[src/rtl/wallace_ctrl_pkg.sv]
// Shared types and sizing helpers for the Wallace multiplier issue/retire controller.
// Used by wallace_issue_ctrl and wallace_res_fifo.
package wallace_ctrl_pkg;

  localparam int DEF_STAGES = 4;
  localparam int DEF_DEPTH  = 4;
  localparam int DEF_TAG_W  = 4;
  localparam int DEF_RES_W  = 64;

  typedef struct packed {
    logic [DEF_TAG_W-1:0] tag;
    logic [DEF_RES_W-1:0] result;
  } res_entry_t;

  // Credits span 0..DEPTH inclusive, hence the +1.
  function automatic int credit_w(input int depth);
    return $clog2(depth + 1);
  endfunction

endpackage

[src/rtl/wallace_res_fifo.sv]
// First-word-fall-through result FIFO with synchronous clear (flush) and async active-low reset.
// The head output holds its last shown value once the FIFO drains.
module wallace_res_fifo
  import wallace_ctrl_pkg::*;
#(
  parameter int  DEPTH = DEF_DEPTH,
  parameter type T     = res_entry_t
) (
  input  logic clk,
  input  logic rst,
  input  logic i_clr,
  input  logic i_wr,
  input  T     i_data,
  input  logic i_pop,
  output logic o_valid,
  output T     o_data
);

  localparam int AW = (DEPTH > 1) ? $clog2(DEPTH) : 1;
  localparam int CW = credit_w(DEPTH);

  T               r_mem [DEPTH];
  T               r_hold;
  logic [AW-1:0]  r_wr_ptr;
  logic [AW-1:0]  r_rd_ptr;
  logic [CW-1:0]  r_count;
  logic           w_do_wr;
  logic           w_do_pop;

  assign o_valid  = (r_count != '0);
  assign w_do_wr  = i_wr & ~i_clr;
  assign w_do_pop = i_pop & o_valid & ~i_clr;
  assign o_data   = o_valid ? r_mem[r_rd_ptr] : r_hold;

  always_ff @(posedge clk) begin
    if (w_do_wr) r_mem[r_wr_ptr] <= i_data;
  end

  // DEPTH is a power of two, so the pointers wrap naturally.
  always_ff @(posedge clk or negedge rst) begin
    if (!rst) begin
      r_wr_ptr <= '0;
      r_rd_ptr <= '0;
      r_count  <= '0;
    end else if (i_clr) begin
      r_wr_ptr <= '0;
      r_rd_ptr <= '0;
      r_count  <= '0;
    end else begin
      if (w_do_wr)  r_wr_ptr <= r_wr_ptr + AW'(1);
      if (w_do_pop) r_rd_ptr <= r_rd_ptr + AW'(1);
      if (w_do_wr && !w_do_pop)      r_count <= r_count + CW'(1);
      else if (!w_do_wr && w_do_pop) r_count <= r_count - CW'(1);
    end
  end

  always_ff @(posedge clk or negedge rst) begin
    if (!rst)         r_hold <= '0;
    else if (o_valid) r_hold <= r_mem[r_rd_ptr];
  end

endmodule

[src/rtl/wallace_issue_ctrl.sv]
// Issue/retire controller for the pipelined Wallace multiplier: valid/tag shift chain, credits, dp_rst.
// Optional performance counters are built when WALLACE_CTRL_PERF_EN is defined.
module wallace_issue_ctrl
  import wallace_ctrl_pkg::*;
#(
  parameter int STAGES = DEF_STAGES,
  parameter int DEPTH  = DEF_DEPTH,
  parameter int TAG_W  = DEF_TAG_W,
  parameter int RES_W  = DEF_RES_W
) (
  input  logic             clk,
  input  logic             rst,
  input  logic             flush,
  input  logic             in_valid,
  output logic             in_ready,
  input  logic [TAG_W-1:0] in_tag,
  output logic             dp_rst,
  input  logic [RES_W-1:0] dp_result,
  output logic             out_valid,
  input  logic             out_ready,
  output logic [RES_W-1:0] out_result,
  output logic [TAG_W-1:0] out_tag,
  output logic             busy
`ifdef WALLACE_CTRL_PERF_EN
  ,
  output logic [31:0]      perf_issued,
  output logic [31:0]      perf_retired,
  output logic [31:0]      perf_stall
`endif
);

  localparam int CW = credit_w(DEPTH);

  typedef struct packed {
    logic [TAG_W-1:0] tag;
    logic [RES_W-1:0] result;
  } entry_t;

  logic [STAGES-1:0] r_v;
  logic [TAG_W-1:0]  r_tg [STAGES];
  logic [CW-1:0]     r_credits;
  logic              r_dp_rst;
  logic              w_issue;
  logic              w_pop;
  logic              w_fifo_wr;
  entry_t            w_wr_entry;
  entry_t            w_head;

  assign in_ready   = (r_credits != '0) & ~flush;
  assign w_issue    = in_valid & in_ready;
  assign w_pop      = out_valid & out_ready & ~flush;
  assign w_fifo_wr  = r_v[STAGES-1] & ~flush;
  assign w_wr_entry = '{tag: r_tg[STAGES-1], result: dp_result};
  assign busy       = (r_credits != CW'(DEPTH));
  assign dp_rst     = r_dp_rst;
  assign out_tag    = w_head.tag;
  assign out_result = w_head.result;

  always_ff @(posedge clk or negedge rst) begin
    if (!rst) begin
      r_v <= '0;
      for (int i = 0; i < STAGES; i++) r_tg[i] <= '0;
    end else begin
      r_v     <= flush ? '0 : {r_v[STAGES-2:0], w_issue};
      r_tg[0] <= in_tag;
      for (int i = 1; i < STAGES; i++) r_tg[i] <= r_tg[i-1];
    end
  end

  // Credits = free FIFO slots not already promised to an in-flight op.
  always_ff @(posedge clk or negedge rst) begin
    if (!rst) begin
      r_credits <= CW'(DEPTH);
    end else if (flush) begin
      r_credits <= CW'(DEPTH);
    end else if (w_issue && !w_pop) begin
      r_credits <= r_credits - CW'(1);
    end else if (!w_issue && w_pop) begin
      r_credits <= r_credits + CW'(1);
    end
  end

  always_ff @(posedge clk or negedge rst) begin
    if (!rst) r_dp_rst <= 1'b0;
    else      r_dp_rst <= ~flush;
  end

  wallace_res_fifo #(
    .DEPTH (DEPTH),
    .T     (entry_t)
  ) u_fifo (
    .clk     (clk),
    .rst     (rst),
    .i_clr   (flush),
    .i_wr    (w_fifo_wr),
    .i_data  (w_wr_entry),
    .i_pop   (out_ready),
    .o_valid (out_valid),
    .o_data  (w_head)
  );

`ifdef WALLACE_CTRL_PERF_EN
  // Counters survive flush; only reset clears them.
  always_ff @(posedge clk or negedge rst) begin
    if (!rst) begin
      perf_issued  <= '0;
      perf_retired <= '0;
      perf_stall   <= '0;
    end else begin
      if (w_issue)               perf_issued  <= perf_issued + 32'd1;
      if (w_pop)                 perf_retired <= perf_retired + 32'd1;
      if (in_valid && !in_ready) perf_stall   <= perf_stall + 32'd1;
    end
  end
`endif

endmodule
[config.mk]
export PLATFORM = sky130hd
export DESIGN_NAME = wallace_issue_ctrl
export DESIGN_NICKNAME = d
export VERILOG_FILES = /design/src/rtl/wallace_ctrl_pkg.sv /design/src/rtl/wallace_res_fifo.sv /design/src/rtl/wallace_issue_ctrl.sv
export SDC_FILE = /design/constraint.sdc
export NUM_CORES = 1
export LEC_CHECK = 0
export BUFFER_PORTS_ARGS = -buffer_cell sky130_fd_sc_hd__buf_2
export CAP_MARGIN = 20
export CORE_ASPECT_RATIO = 0.9
export CORE_MARGIN = 1
export CORE_UTILIZATION = 50
export CTS_CLUSTER_SIZE = 14
export DETAILED_ROUTE_END_ITERATION = 12
export GPL_TIMING_DRIVEN = 0
export HOLD_SLACK_MARGIN = 0.12
export PLACE_DENSITY_LB_ADDON = 0.15
export SYNTH_ARGS = -nofsm -noshare
export SYNTH_HDL_FRONTEND = slang
export SYNTH_SLANG_ARGS = --single-unit
[constraint.sdc]
create_clock -name clk -period 3.3 [get_ports clk]
set_input_delay 0 -clock clk [delete_from_list [all_inputs] [get_ports clk]]
set_output_delay 0 -clock clk [all_outputs]
set_load 0.02 [all_outputs]
* After elaboration in Yosys (flattened, before gate mapping)
Memories as Yosys holds them, arrays and structs flattened.
Cells that the tools add are included.
** Word-level totals
- Latch bits :: 0
- Memory bits (read-only) :: 0
- Bits in writable memories :: 272
- Bits in registers :: 99
- Logic and storage cells :: 54
- Memories kept :: 1
- Input bits :: 73
** Memory list
- u_fifo.r_mem :: depth 4, width 68, read ports 1, clocked after memory_dff 0, wr ports 1, RTL line wallace_res_fifo.sv:22 : T r_mem [DEPTH];
** Operators by class
- $add $sub $neg :: 6
- Shift operators :: 0
- Magnitude comparators :: 0
- Mux-type cells :: 14
- Bitwise operators :: 7
- Div/mod/pow operators :: 0
- Equality and inequality tests :: 1
- Multiply operators :: 0
- Reductions and logical operators :: 13
** Operators with widths (number)
- 68-bit 2-to-1 mux :: 1
- 3-bit 2-to-1 mux :: 6
- 3-bit nonzero test :: 4
- 2-bit 2-to-1 mux :: 4
- 3-bit by 1-bit adder with 3-bit output (second input constant) :: 2
- 1-bit AND :: 6
- 3-bit by 1-bit subtractor with 3-bit output (second input constant) :: 2
- 2-bit by 1-bit adder with 2-bit output (second input constant) :: 2
- 1-bit logical AND :: 4
- 4-bit 2-to-1 mux :: 1
- 2-bit nonzero test :: 2
- 1-bit zero test :: 3
- 3-bit != test (second input constant) :: 1
- 1-bit 2-to-1 mux :: 2
- 1-bit inverter :: 1

* Longest topological paths before layout
Gate-level depths: netlist (run 1).
- Depth in word-level cells :: 8
- Mapped depth :: 9

* Modules after synthesis
Synthesis (run 1) repeated with hierarchy kept, for this count alone.
** Second synthesis, totals
- Cell total of the unflattened synthesis :: 757
- Area, all modules :: 13729.4 sq um
** Modules (own cells, without submodules)
- wallace_res_fifo :: sequential area each 10044.6 sq um, area each 12843.6 sq um, times used 1, cells an instance 692
- wallace_issue_ctrl :: sequential area each 601.8 sq um, area each 885.8 sq um, times used 1, cells an instance 65

* Worst setup path before layout (run 1)
Ideal clock, no wire load.
- Path kind :: register to register
- From :: register r_v[3]
- To :: memory u_fifo.r_mem[0][0] in the netlist's numbering, enable pin
- Setup time :: 0.433 ns
- Required time :: 2.867 ns
- Buffers on the path :: 1
- Cell stages (with the launch flop) :: 4
- Setup slack :: 0.427 ns
- Data arrival time :: 2.440 ns
- Cell sequence :: dfrtp_1 -> clkbuf_1 -> nor2b_1 -> and2_1
** Between the ends
- Longest elaborated chain between the ends :: 4
** Ends and longest elaborated chain
- start, declared :: RTL line wallace_issue_ctrl.sv:39 : logic [STAGES-1:0] r_v;
- start signal, assigned :: RTL line wallace_issue_ctrl.sv:64 : r_v <= flush ? '0 : {r_v[STAGES-2:0], w_issue};
- 1-bit AND :: RTL line wallace_issue_ctrl.sv:52 : assign w_fifo_wr = r_v[STAGES-1] & ~flush;
- 1-bit AND :: RTL line wallace_res_fifo.sv:31 : assign w_do_wr = i_wr & ~i_clr;
- 1-bit 2-to-1 mux :: RTL line wallace_res_fifo.sv:36 : if (w_do_wr) r_mem[r_wr_ptr] <= i_data;
- 1-bit 2-to-1 mux (not written as such) :: RTL line wallace_res_fifo.sv:36
- end, declared :: RTL line wallace_res_fifo.sv:22
Every way passes these cells.

* Final worst setup path (run 1)
- From :: register u_fifo.r_rd_ptr[1]
- To :: output port out_result[49]
** Between the ends
- Longest elaborated chain between the ends :: 2
** Ends and longest elaborated chain
- start, declared :: RTL line wallace_res_fifo.sv:25 : logic [AW-1:0] r_rd_ptr;
- start signal, assigned :: RTL line wallace_res_fifo.sv:51 : if (w_do_pop) r_rd_ptr <= r_rd_ptr + AW'(1);
- memory read 4 x 68 bit
- 68-bit 2-to-1 mux
- end, declared :: RTL line wallace_issue_ctrl.sv:21 : output logic [RES_W-1:0] out_result,
Every way passes these cells.

==> results of run 1 <==
-- critical path: stages, from the launching register on --
cell and delay [ns]:
dfrtp_1 0.33, buf_2 0.20, buf_2 0.30, buf_2 0.35
mux4_2 0.35, mux2_4 0.28, buf_2 0.18
-- Yosys cell counts (2+ instances only) --
cell	count	share of area, %
o31ai_1	2	0.11
ha_1	4	0.36
nand2_1	6	0.16
edfxtp_1	272	58
and2_1	6	0.27
mux2_4	68	7.3
buf_12	7	1.0
xnor2_1	4	0.25
inv_1	5	0.13
nor2b_1	5	0.22
clkbuf_1	7	0.19
nor4_1	2	0.089
nor2_1	12	0.32
nand2b_1	2	0.089
buf_2	5	0.18
fa_1	2	0.29
dfrtp_1	98	18
buf_6	9	0.72
nor3b_1	2	0.11
xor2_1	6	0.38
mux4_2	68	11
nor3_1	2	0.072
-- kinds of logic (layout without fill, tap and decap cells) --
group                    count (synthesis)  count (layout)  synth area share (%)
adder cells (fa/ha/maj)                  6               6                0.6440
AND/OR/NAND/NOR                         40              40                 1.485
multiplexers                           137             137                 18.32
XOR/XNOR                                10              10                0.6260
AO/OA/AOI/OAI                           10              10                0.5456
buffers and inverters                   34             325                 2.281
flip-flops                             371             371                 76.10
-- final cells by class --
cell class / instances / area [µm²] / share of cell area [%]
clock inverters: 16 / 130.1 / 0.7546
clock buffers: 51 / 1041 / 6.037
plain buffers: 29 / 300.3 / 1.741
multi-input cells: 203 / 3034 / 17.60
well taps: 354 / 442.9 / 2.569
repair buffers: 224 / 1630 / 9.454
inverters: 5 / 18.77 / 0.1088
flip-flops and latches: 371 / 10650 / 61.74
-- state kept, by name (all words and copies together) (netlist names) --
| register | flops |
|---|---|
| r_credits | 3 |
| u_fifo.r_rd_ptr | 2 |
| u_fifo.r_hold | 68 |
| dp_rst | 1 |
| r_tg | 16 |
| r_v | 4 |
| u_fifo.r_mem | 272 |
| u_fifo.r_count | 3 |
| u_fifo.r_wr_ptr | 2 |
-- worst paths after layout --
| check | startpoint | endpoint | slack (ns) |
|---|---|---|---|
| setup / recovery | u_fifo.r_rd_ptr[1] | out_result[49] | 0.81 |
| hold / removal | in_tag[2] | r_tg[14] | 0.15 |
| setup reg to reg | r_v[3] | u_fifo.r_mem[1][27] | 1.05 |
| hold reg to reg | r_tg[13] | r_tg[9] | 0.35 |
| max in group asynchronous | rst | r_credits[2] | 2.35 |
| min in group asynchronous | rst | u_fifo.r_hold[12] | 0.55 |
-- stage by stage --
| stage | setup slack, ns | hold slack [ns] | area [µm²] | total power, mW |
|---|---|---|---|---|
| floorplan | 0.4270 | -0.2956 | 13990 | 10.35 |
| global placement | -1.086 | 0.1084 | 15150 | 11.84 |
| detailed placement | 1.024 | -0.06131 | 15300 | 11.94 |
| CTS | 0.7408 | 0.1203 | 17240 | 16.10 |
| global route | 0.6740 | 0.1278 | 17240 | 16.61 |
| finish | 0.8056 | 0.1463 | 17240 | 15.91 |
-- timing repair --
action	in CTS	in global routing
hold buffers	76	0
resized for setup	0	0
hold endpoints to repair	368	0
-- metal layers --
metal  track usage (%)  share of wire (%)
met3             3.835                5.7
met1             25.81                 42
met2             32.31                 50
met5                 0                  0
met4             5.085                1.8
-- power groups by stage --
stage | Combinational (mW) | Sequential, mW | Clock (mW)
2_1_floorplan | 4.60 | 5.75 | 0
6_report | 6.14 | 5.73 | 4.04
4_1_cts | 6.24 | 5.73 | 4.12
5_1_grt | 6.53 | 5.77 | 4.31
3_3_place_gp | 6.04 | 5.79 | 0
3_5_place_dp | 6.13 | 5.81 | 0
==> metrics.txt, run 1 <==
Seq/Total Area, Yosys=76.10%; layout cells sized above 1=40.71%; root buffer cell=clkbuf_16; Clock power frac=25.4%; drt drc=0; startpoint types=flop; die area=0.02865 mm²; Sw Ratio=31.45%; Worst-Margin Slew=0.7087 ns; antenna-violating nets left=0; DRT iter0 DRCs=419; Rows=57; critical path type=flop to primary output; vias=roughly 6700; Combinational Power Share=38.6%; Max-slew headroom=a little over half; Synth Flop Type=edfxtp_1; static leakage=between 6 and 7 nW; number of synthesized flops with an enable pin=~270; first-pass GRT wire length=approximately 41 mm; placed insts=1110; TritonCTS Buffers=38; WL/cell=21.10 µm; R2R cell count=4; fin nets=951; Hold WC Path Type=input port to flop; fill count=1920; kind of end point of the critical path=primary output; vias in the first global route=approximately 7400; HPWL Detailed=15.72 mm; outcome=complete, no violations; chip height=between 150 and 200 µm; Async SR Flop Fraction=26.68%; non-filler cells, final=1253; Pint=10.90 mW; period utilization=75.59%; total clock sinks=roughly 370; # H-tree levels=2; setup tns final=0 ns; number of I/O pins=between 100 and 150; Hold Crit Depth=2; Req. time, crit path=3.30 ns; Clock Latency Late Sink=0.52 ns; fin util=between 60% and 70%; largest net degree at the start of global routing=66; Vias/cell=5.342; DIE WIDTH=178.3 µm; Clock Tree Buf Depth=3; Synth Cell Area=0.01399 mm²; synthesized instance count=608; GRT overflow=0; core footprint=0.02724 mm²; I/O Buffers=roughly 140; CP arrival=2.49 ns; Pwr Density=922.5 mW/mm²; Final Setup Violations=0; synth unique cells=36; Synth Area per Inst=23.01 µm²; Initial Utilization=51.35%; RSZ-0062 raised after global routing=false; Final Hold Viols=0; gpl congestion=0.7704; CP Max Fanout=10; Clock Skews=0.01570 ns; Max Clk Rate=0.4009 GHz; minimum clock period=2.494 ns; Final Max Slew Viols=0; Switch Pwr=~5 mW; n_diodes=0; # Post-CTS Setup Buffers=0; max-cap violation count=0; most frequent cells in the layout=272 x edfxtp_1, 147 x buf_2, 98 x dfrtp_1; DRT Pass-1 Iters=5; Routed WL=26.44 mm; leading cell type in the layout, fill and taps excluded=edfxtp_1; Area Overhead vs Synth=23.26%; Reg clk slew, reported paths=0.06 ns; Total Routing Usage GR=19.26%; initial antenna violation count=0; YS warnings=0; Sequential Power Share=a little over a third; CTS tree=built; syn nets=687; Yosys reg bits=371; peak supply drop=between 0.4 and 0.5 mV
No activity file was read; power rests on OpenSTA's default activity.
==> run 2, diff against run 1 <==
==> constraint.sdc (replaced) <==
create_clock -name clk -period 2.15 [get_ports clk]
set_input_delay 0 -clock clk [delete_from_list [all_inputs] [get_ports clk]]
set_output_delay 0 -clock clk [all_outputs]
set_load 0.02 [all_outputs]
==> run 2 against run 1 <==
Compared with the run above: the flow now finishes with violations (negative setup slack); count of clock-buffer cells in the layout is 2 higher; via count is 0.57% higher; first-iteration DRC count is 6.9% higher; utilization is 2.2 points higher; cell area is 3.4% higher; cell count is 0.48% higher; critical path depth is 1 lower; global-route usage is 0.73 points higher; total power is 65% higher; highest routed layer unchanged.
==> metrics.txt, run 2 (synthesis results as in run 1) <==
fin nets=956 (was 951); Req. time, crit path=2.15 ns (was 3.30 ns); non-filler cells, final=1259 (was 1253); kind of end point of the critical path=primary output (unchanged); CTS tree=built (unchanged); layout cells sized above 1=42.43% (was 40.71%); I/O Buffers=143 (unchanged); registers with the most flip-flops=u_fifo.r_mem (272), u_fifo.r_hold (68), r_tg (16) (unchanged); leading cell type in the layout, fill and taps excluded=edfxtp_1 (unchanged); peak supply drop=1.062 mV (was 0.4815 mV); Clock Skews=0.01526 ns (was 0.01570 ns); most frequent cells in the layout=272 x edfxtp_1, 98 x dfrtp_1, 78 x buf_2 (was 272 x edfxtp_1, 147 x buf_2, 98 x dfrtp_1); Routed WL=27.68 mm (was 26.44 mm); WL/cell=21.99 µm (was 21.10 µm); gpl congestion=0.7435 (was 0.7704); root buffer cell=clkbuf_16 (unchanged); CP peak stage delay=0.51 ns (was 0.35 ns); Clock Tree Buf Depth=3 (unchanged); chip height=160.7 µm (unchanged); vias in the first global route=7389 (was 7434); largest reg by FF count=u_fifo.r_mem (unchanged); static leakage=6.548 nW (was 6.349 nW); DIE WIDTH=178.3 µm (unchanged); n_diodes=0 (unchanged); TritonCTS Buffers=37 (was 38); Total Routing Usage GR=19.99% (was 19.26%); RSZ-0062 raised after global routing=true (was false); Rows=57 (unchanged); Final Hold Viols=0 (unchanged); total clock sinks=371 (unchanged); CP Max Fanout=10 (unchanged); Area Overhead vs Synth=27.48% (was 23.26%); Max Clk Rate=0.4583 GHz; startpoint types=flop (unchanged); Reg clk slew, reported paths=0.06 ns (about the same); max-cap violation count=0 (unchanged); minimum clock period=2.182 ns; drt drc=0 (unchanged); dpl ws=-0.1004 ns (was 1.024 ns); CP arrival=2.18 ns (was 2.49 ns); period utilization=101.5%; die area=0.02865 mm² (unchanged); Worst-Margin Slew=0.5350 ns (was 0.7087 ns); CP Cell Sequence=buf_12 -> buf_16 -> mux4_2 -> mux2_4 -> buf_6 (was buf_2 -> buf_2 -> buf_2 -> mux4_2 -> mux2_4 -> buf_2); Final Setup Violations=20 (was 0); max reg flops=272 (unchanged); Final WS setup=-0.03201 ns (was 0.8056 ns); placed insts=1110 (unchanged); outcome=finished, violations left (was complete, no violations); antenna-violating nets left=0 (unchanged); Initial Utilization=51.35% (unchanged); initial antenna violation count=0 (unchanged); Final Max Slew Viols=0 (unchanged); GRT overflow=0 (unchanged); DRT Pass-1 Iters=4 (was 5); violated checks=negative setup slack; R2R cell count=6 (was 4); Pwr Density=1474 mW/mm² (was 922.5 mW/mm²); critical path type=flop to primary output (unchanged); # H-tree levels=2 (unchanged); fin util=65.46% (was 63.30%); Hold Crit Depth=2 (unchanged); DRT iter0 DRCs=448 (was 419); largest net degree at the start of global routing=59 (was 66); Hold WC Path Type=input port to flop (unchanged); HPWL Detailed=15.55 mm (was 15.72 mm); fill count=1834 (was 1920); Max-slew headroom=64.33% (was 52.76%); Vias/cell=5.347 (was 5.342); critical path's slowest cell=mux4_2 (was buf_2); core footprint=0.02724 mm² (unchanged); vias=6732 (was 6694); Clock Latency Late Sink=0.52 ns (about the same); first-pass GRT wire length=42.40 mm (was 41.43 mm); setup tns final=-0.2030 ns (was 0 ns); number of I/O pins=145 (unchanged)
-- run 2: worst max-delay path: cells and delay by family, from the launching register on --
family | cells | cell delay [ns]
buffers and inverters | 3 | 0.47
DFF | 1 | 0.37
muxes | 2 | 0.80
-- run 2: stage by stage --
stage / total power, mW / hold slack, ns / cell area (µm²)
2_1_floorplan: 15.89 / -0.2956 / 13990
3_3_place_gp: 18.14 / 0.1084 / 15150
3_5_place_dp: 18.33 / -0.01442 / 15300
4_1_cts: 26.20 / 0.1284 / 17730
5_1_grt: 27.39 / 0.1360 / 17830
6_report: 26.29 / 0.1510 / 17830
-- run 2: cell type report --
cell class | instances | area (µm²) | area share, %
flip-flops and latches | 371 | 10650 | 59.70
multi-input cells | 207 | 3094 | 17.35
repair buffers | 227 | 2067 | 11.59
clock buffers | 53 | 1079 | 6.048
well taps | 354 | 442.9 | 2.484
plain buffers | 28 | 415.4 | 2.329
clock inverters | 14 | 70.07 | 0.3929
inverters | 5 | 18.77 | 0.1052
-- run 2: repair_timing --
item | in CTS | in global routing
setup buffers | 2 | 1
pin swaps | 4 | 0
resized for setup | 141 | 29
gates cloned | 4 | 0
setup endpoints to repair | 228 | 186
hold buffers | 76 | 0
endpoints found under the hold margin | 368 | 0
-- run 2: final timing paths --
check / to / slack (ns) / startpoint
max: out_result[11] / -0.03 / u_fifo.r_rd_ptr[0]
min: r_tg[15] / 0.15 / in_tag[3]
max reg2reg: r_credits[2] / 0.08 / r_credits[1]
min reg2reg: r_tg[7] / 0.35 / r_tg[11]
max in group asynchronous: r_credits[2] / 1.21 / rst
min in group asynchronous: u_fifo.r_hold[16] / 0.58 / rst
-- run 2: report_power, final --
part / internal [mW] / switching (mW) / total, mW
combinational: 6.26 / 5.19 / 11.5
clock: 3.49 / 2.55 / 6.04
sequential: 8.50 / 0.294 / 8.80
total: 18.3 / 8.04 / 26.3
-- run 2: metal layers --
layer	up-vias	track usage, %	part of all wire, %
li1	2979	-	-
met1	3522	26.26	43
met2	186	34.04	50
met3	45	4.285	5.4
met4	0	4.931	1.7
met5	-	0	0
==> run 3, diff against run 2 <==
--- a/config.mk
+++ b/config.mk
@@ -9,7 +9,7 @@
 export CAP_MARGIN = 20
 export CORE_ASPECT_RATIO = 0.9
 export CORE_MARGIN = 1
-export CORE_UTILIZATION = 50
+export CORE_UTILIZATION = 30
 export CTS_CLUSTER_SIZE = 14
 export DETAILED_ROUTE_END_ITERATION = 12
 export GPL_TIMING_DRIVEN = 0
==> run 3 against run 2 <==
Compared with the run above: the flow still finishes with violations (negative setup slack); non-clock buffer count grew 12; sequential share of layout area shrank 1.5 points; via count grew 0.62%; sequential cell count is the same; worst setup slack lost 0.044 ns; sequential power is essentially flat; largest power group unchanged.
==> metrics.txt, run 3 (synthesis results as in run 1) <==
Pwr Density=1462 mW/mm² (was 1474 mW/mm²); TritonCTS Buffers=41 (was 37); Max Clk Rate=0.4492 GHz (was 0.4583 GHz); Top Metal Used=met5 (was met4); kind of end point of the critical path=primary output (unchanged); root buffer cell=clkbuf_16 (unchanged); critical path type=flop to primary output (unchanged); total routed wire length on the met1 layer=14.77 mm (was 11.83 mm); minimum clock period=2.226 ns (was 2.182 ns); RSZ-0062 raised after global routing=true (unchanged); leading cell type in the layout, fill and taps excluded=edfxtp_1 (unchanged); Hold WC Path Type=input port to flop (unchanged); GRT overflow=0 (unchanged); peak supply drop=0.9949 mV (was 1.062 mV); Clock Skews=0.01604 ns (was 0.01526 ns); HPWL Detailed=17.06 mm (was 15.55 mm); dpl ws=-0.2759 ns (was -0.1004 ns); core footprint=0.04574 mm² (was 0.02724 mm²); violated checks=negative setup slack (unchanged); Rows=74 (was 57); Clock Tree Buf Depth=3 (unchanged); CTS tree=built (unchanged); most frequent cells in the layout=272 x edfxtp_1, 98 x dfrtp_1, 96 x buf_2 (was 272 x edfxtp_1, 98 x dfrtp_1, 78 x buf_2); die area=0.04750 mm² (was 0.02865 mm²); fin nets=972 (was 956); Final Setup Violations=68 (was 20); final instance area=0.01828 mm² (was 0.01783 mm²); number of I/O pins=145 (unchanged); Max-slew headroom=59.13% (was 64.33%); DIE WIDTH=229.6 µm (was 178.3 µm); static leakage=6.635 nW (was 6.548 nW); Worst path depth=5 (unchanged); R2R cell count=7 (was 6); Final Max Slew Viols=0 (unchanged); Initial Utilization=30.59% (was 51.35%); antenna-violating nets left=0 (unchanged); largest reg by FF count=u_fifo.r_mem (unchanged); overall power=26.73 mW (was 26.29 mW); Total Routing Usage GR=13.49% (was 19.99%); layout cells sized above 1=42.59% (was 42.43%); Worst-Margin Slew=0.6131 ns (was 0.5350 ns); Routed WL=31.08 mm (was 27.68 mm); outcome=finished, violations left (unchanged); Met2 Wirelength=14.21 mm (was 13.89 mm); chip height=206.9 µm (was 160.7 µm); DRT iter0 DRCs=339 (was 448); largest net degree at the start of global routing=65 (was 59); Hold Crit Depth=2 (unchanged); setup tns final=-3.124 ns (was -0.2030 ns); Reg clk slew, reported paths=0.06 ns (about the same); CP delay by family, top=multiplexers (unchanged); startpoint types=flop (unchanged); CP peak stage delay=0.50 ns (was 0.51 ns); CP Max Fanout=10 (unchanged); max-cap violation count=0 (unchanged); Vias/cell=4.419 (was 5.347); first-pass GRT wire length=46.82 mm (was 42.40 mm); drt drc=0 (unchanged); worst path bufs/invs=3 (unchanged); total clock sinks=371 (unchanged); Final WS setup=-0.07617 ns (was -0.03201 ns); registers with the most flip-flops=u_fifo.r_mem (272), u_fifo.r_hold (68), r_tg (16) (unchanged); Clock Latency Late Sink=0.55 ns (was 0.52 ns); initial antenna violation count=2 (was 0); critical path's slowest cell=mux4_2 (unchanged); CP Cell Sequence=buf_12 -> buf_16 -> mux4_2 -> mux2_4 -> buf_2 (was buf_12 -> buf_16 -> mux4_2 -> mux2_4 -> buf_6); CP arrival=2.23 ns (was 2.18 ns); n_diodes=0 (unchanged); # H-tree levels=2 (unchanged); max reg flops=272 (unchanged); period utilization=103.5% (was 101.5%); Area Overhead vs Synth=30.68% (was 27.48%); I/O Buffers=143 (unchanged); DRT Pass-1 Iters=4 (unchanged); vias in the first global route=7272 (was 7389); fill count=4140 (was 1834); vias=6774 (was 6732); Req. time, crit path=2.15 ns (about the same); gpl congestion=0.7031 (was 0.7435); Routed met3 length=1.391 mm (was 1.486 mm); Final Hold Viols=0 (unchanged); WL/cell=20.27 µm (was 21.99 µm); Area after DPL=0.01562 mm² (was 0.01530 mm²)
[run 3: final timing paths]
kind | from | to | slack, ns
hold reg to reg | r_tg[7] | r_tg[3] | 0.35
max in group asynchronous | rst | r_credits[2] | 1.19
min in group asynchronous | rst | u_fifo.r_hold[16] | 0.53
setup / recovery | u_fifo.r_rd_ptr[0] | out_result[36] | -0.08
setup reg to reg | r_credits[2] | r_credits[2] | 0.14
hold / removal | dp_result[29] | u_fifo.r_mem[2][29] | 0.20
[run 3: final cells by class]
class | instances | area (µm²) | share of cell area [%]
inverters | 5 | 18.77 | 0.1027
flip-flops and latches | 371 | 10650 | 58.24
clock inverters | 16 | 160.2 | 0.8761
clock buffers | 59 | 1124 | 6.146
well taps | 608 | 760.7 | 4.161
multi-input cells | 207 | 3087 | 16.88
plain buffers | 28 | 410.4 | 2.245
repair buffers | 239 | 2074 | 11.35
[run 3: through the flow]
stage               utilization [%]  hold slack, ns  std cells
floorplan                         -         -0.2956        608
global placement              33.82          0.1098       1359
detailed placement            34.15        -0.03709       1364
CTS                           39.67          0.1497       1530
global route                  39.97          0.1774       1533
finish                        39.97          0.1956       1533
[run 3: timing repair]
| item | CTS | global route |
|---|---|---|
| pin swaps | 4 | 0 |
| gates cloned | 4 | 0 |
| resized for setup | 101 | 34 |
| hold buffers | 78 | 0 |
| buffers inserted | 9 | 4 |
| endpoints found under the setup margin | 229 | 115 |
| endpoints found under the hold margin | 369 | 0 |
[run 3: routing by layer]
layer | track usage (%) | vias up
li1 | - | 3009
met1 | 18.69 | 3569
met2 | 20.98 | 142
met3 | 3.132 | 52
met4 | 4.405 | 2
met5 | 0 | -
[run 3: where the power goes]
part / switching [mW] / leakage [nW] / internal (mW)
Combinational: 5.25 / 2.38 / 5.95
Sequential: 0.264 / 3.63 / 8.50
Clock: 2.76 / 0.628 / 4.00
